**src/rtl/segment_7.sv**
```systemverilog
// segment_7: registered BCD/hex to seven-segment decoder with blanking,
// lamp test and selectable output polarity. seg bit order is {g,f,e,d,c,b,a}.
module segment_7 #(
  parameter bit HEX_MODE   = 1'b1,
  parameter bit ACTIVE_LOW = 1'b1
) (
  input  logic       clk,
  input  logic       rst,
  input  logic [3:0] bcd,
  input  logic       blank,
  input  logic       lamp_test,
  output logic [6:0] seg
);

  // Lit patterns in active-high form {g,f,e,d,c,b,a}.
  localparam logic [6:0] LIT_ALL  = 7'h7F;
  localparam logic [6:0] LIT_NONE = 7'h00;

  // Pattern that turns every segment off, in the selected output polarity.
  localparam logic [6:0] SEG_OFF = ACTIVE_LOW ? 7'h7F : 7'h00;

  logic [6:0] digit_lit;
  logic [6:0] lit_d;
  logic [6:0] seg_d;
  logic [6:0] seg_q;

  // Decode the digit code into its active-high segment pattern.
  always_comb begin
    digit_lit = LIT_NONE;
    unique case (bcd)
      4'd0:  digit_lit = 7'h3F;
      4'd1:  digit_lit = 7'h06;
      4'd2:  digit_lit = 7'h5B;
      4'd3:  digit_lit = 7'h4F;
      4'd4:  digit_lit = 7'h66;
      4'd5:  digit_lit = 7'h6D;
      4'd6:  digit_lit = 7'h7D;
      4'd7:  digit_lit = 7'h07;
      4'd8:  digit_lit = 7'h7F;
      4'd9:  digit_lit = 7'h6F;
      4'd10: digit_lit = HEX_MODE ? 7'h77 : LIT_NONE;
      4'd11: digit_lit = HEX_MODE ? 7'h7C : LIT_NONE;
      4'd12: digit_lit = HEX_MODE ? 7'h39 : LIT_NONE;
      4'd13: digit_lit = HEX_MODE ? 7'h5E : LIT_NONE;
      4'd14: digit_lit = HEX_MODE ? 7'h79 : LIT_NONE;
      4'd15: digit_lit = HEX_MODE ? 7'h71 : LIT_NONE;
      default: digit_lit = LIT_NONE;
    endcase
  end

  // Apply lamp test over blanking over the decode, then output polarity.
  always_comb begin
    lit_d = digit_lit;
    if (lamp_test) begin
      lit_d = LIT_ALL;
    end else if (blank) begin
      lit_d = LIT_NONE;
    end
    seg_d = ACTIVE_LOW ? ~lit_d : lit_d;
  end

  // Output register: pins are driven only from flops; reset forces all off.
  always_ff @(posedge clk) begin
    if (rst) begin
      seg_q <= SEG_OFF;
    end else begin
      seg_q <= seg_d;
    end
  end

  assign seg = seg_q;

endmodule

```
**config.mk**
```make
export PLATFORM = sky130hd
export DESIGN_NAME = segment_7
export DESIGN_NICKNAME = d
export VERILOG_FILES = /design/src/rtl/segment_7.sv
export SDC_FILE = /design/constraint.sdc
export NUM_CORES = 1
export LEC_CHECK = 0
export ABC_AREA = 1
export BUFFER_PORTS_ARGS = -buffer_cell sky130_fd_sc_hd__buf_2
export CAP_MARGIN = 20
export CORE_AREA = 2 2 39 41
export DETAILED_ROUTE_END_ITERATION = 12
export DIE_AREA = 0 0 41 43
export SLEW_MARGIN = 10
export SYNTH_ARGS = -nofsm -noshare
export SYNTH_HDL_FRONTEND = slang
export SYNTH_SLANG_ARGS = --single-unit
```
**constraint.sdc**
```tcl
create_clock -name clk -period 0.85 [get_ports clk]
set_input_delay 0.0425 -clock clk [delete_from_list [all_inputs] [get_ports clk]]
set_output_delay 0.0425 -clock clk [all_outputs]
set_load 0.005 [all_outputs]
```
==> results.sh <==
export IMPL_gp_congestion=0.820
export IMPL_grt_pass1_vias=392
export IMPL_die_x_um=41
export IMPL_yosys_cell_types_count=15
export IMPL_ant_nets=0
export IMPL_htree_levels=1
export IMPL_min_path_cells=3
export IMPL_postLayoutCellArea_um2=603
export IMPL_grt_pass1_wl_mm=1.52
export IMPL_critPathLaunchType="input port"
export IMPL_core_area_mm2=0.00138
export IMPL_die_area_mm2=0.00176
export IMPL_power_leakage_nw=0.345
export IMPL_drc=0
export IMPL_layout_commonest_cell="nand2_1"
export IMPL_maxSlewViolCount=0
export IMPL_drive_gt1_frac=0.250
export IMPL_post_route_period_util=0.879
export IMPL_nets=107
export IMPL_gr_total_overflow=0
export IMPL_setup_viol=0
export IMPL_vdd_drop_max_mv=0.912
export IMPL_detailed_place_hpwl_um=770
export IMPL_num_rows=14
export IMPL_start_util=0.354
export IMPL_hold_class="in -> reg"
export IMPL_final_setup_worst_slack_ps=103
export IMPL_dpl_cell_area_um2=577
export IMPL_synth_area_per_cell_um2=6.63
export IMPL_clk_path_buf_depth=2
export IMPL_synthesis_area_um2=490
export IMPL_largest_reg_flops=7
export IMPL_crit_type="in -> reg"
export IMPL_clkTransAtPathRegs_ps=50
export IMPL_wl_per_cell_um=8.86
export IMPL_syn_inst=74
export IMPL_numPortBuffers=14
export IMPL_post_cts_buffers=0
export IMPL_worst_slew_pin_slew_ps=223
export IMPL_p_per_area_mw_per_mm2=1410
export IMPL_rsz0062_at_grt="false"
export IMPL_max_freq_mhz=1340
export IMPL_min_from="rst"
export IMPL_cts_sinks=7
export IMPL_post_route_min_period_ps=747
export IMPL_min_to="seg[3]$_SDFF_PP1_"
export IMPL_critPathMaxFanout=4
export IMPL_max_slew_margin_rel=0.851
export IMPL_drt_wl_total_um=957
export IMPL_cts_made_buffers=3
export IMPL_post_cts_resize_count=0
export IMPL_postLayoutCoreUtil=0.436
export IMPL_multi_input_area_um2=289
export IMPL_num_vias=509
export IMPL_cp_end_kind="flip-flop"
export IMPL_syn_nets=88
export IMPL_vias_per_cell=4.71
export IMPL_drt_first_iter_violations=11
export IMPL_cap_violations=0
export IMPL_finalSetupTns_ps=0
export IMPL_clock_root_buffer="clkbuf_4"
export IMPL_antennaDiodeCount=0
export IMPL_pin_count=15
export IMPL_place_ws_ps=-187
export IMPL_fillers=165
export IMPL_antenna_found_initial=0
export IMPL_grt_max_degree=11
export IMPL_ys_ff_latch=7
export IMPL_ctsHoldBuffers=0
export IMPL_syn2layout_area_growth_pct=23.0
export IMPL_seqCellArea_um2=140
export IMPL_required_ps=990
export IMPL_most_common_layout_cells="31 x nand2_1, 14 x buf_2, 12 x nand3_1"
export IMPL_yosysSeqAreaShare=0.286
export IMPL_grt_total_usage=0.128
export IMPL_fin_hold_ws_ps=69.2
export IMPL_dr_pass1_iters=4
export IMPL_chipHeight_um=43
export IMPL_status="finished, final reports clean"
export IMPL_cts_tree="built"
export IMPL_yosys_warnings=0
export IMPL_crit_arrival_ps=890
export IMPL_final_hold_violation_count=0
[worst max path at each step]
stage                     startpoint                 to  slack (ps)  depth (start not counted)
after floorplan               bcd[0]  seg[3]$_SDFF_PP1_          30                          9
after global placement        bcd[0]  seg[3]$_SDFF_PP1_        -180                         10
after detailed placement      bcd[0]  seg[3]$_SDFF_PP1_        -190                         10
after CTS                     bcd[0]  seg[3]$_SDFF_PP1_          70                         10
after global routing          bcd[1]  seg[0]$_SDFF_PP1_          10                          9
final                         bcd[1]  seg[0]$_SDFF_PP1_         100                          9
[critical path, stage by stage]
cell and delay (ps):
buf_2 100, inv_1 80, ha_1 260, nand2_4 100, nand2_1 50, nand2_1 60
nand3_1 70, nand2_1 60, nand2_1 50
[power breakdown]
group          switching, mW  internal, mW  leakage, nW
logic                  0.114        0.0801        0.272
clock network          0.117         0.179       0.0150
registers            0.00438         0.353       0.0588
[synth_stat cells, drive strengths merged]
cell type | instances | area [µm²]
buf | 2 | 18.8
dfxtp | 7 | 140
ha | 6 | 75.1
inv | 10 | 42.5
nand2 | 32 | 128
nand3 | 12 | 60.1
nor2 | 1 | 3.75
nor3 | 1 | 5.00
o211ai | 1 | 7.51
o21ai | 2 | 10.0
[kinds of logic (layout without fill, tap and decap cells)]
| kind of cell | Yosys count | count (layout) | synth area share |
|---|---|---|---|
| and+or+nand+nor | 46 | 46 | 0.400 |
| DFF | 7 | 7 | 0.286 |
| AOI/OAI and AO/OA | 3 | 3 | 0.0357 |
| buffers and inverters | 12 | 30 | 0.125 |
| adders and majority gates | 6 | 6 | 0.153 |
[final cells by class]
type	count	share of cell area
multi-input combinational	55	0.479
sequential	7	0.232
timing repair buffer	16	0.141
inverter	10	0.0705
clock buffer	4	0.0436
tap	16	0.0332
[layer usage]
layer	GRT usage	vias up	wire length (µm)
li1	-	267	-
met1	0.163	229	433
met2	0.184	13	467
met3	0.0785	0	56
met4	0.0200	0	0
met5	0	-	0
[per-stage QoR]
step,power [mW],instances
after floorplan,0.495,74
after global placement,0.557,104
final,0.848,108
after detailed placement,0.559,104
after global routing,0.909,108
after CTS,0.853,108
No activity file was read; power rests on OpenSTA's default activity.
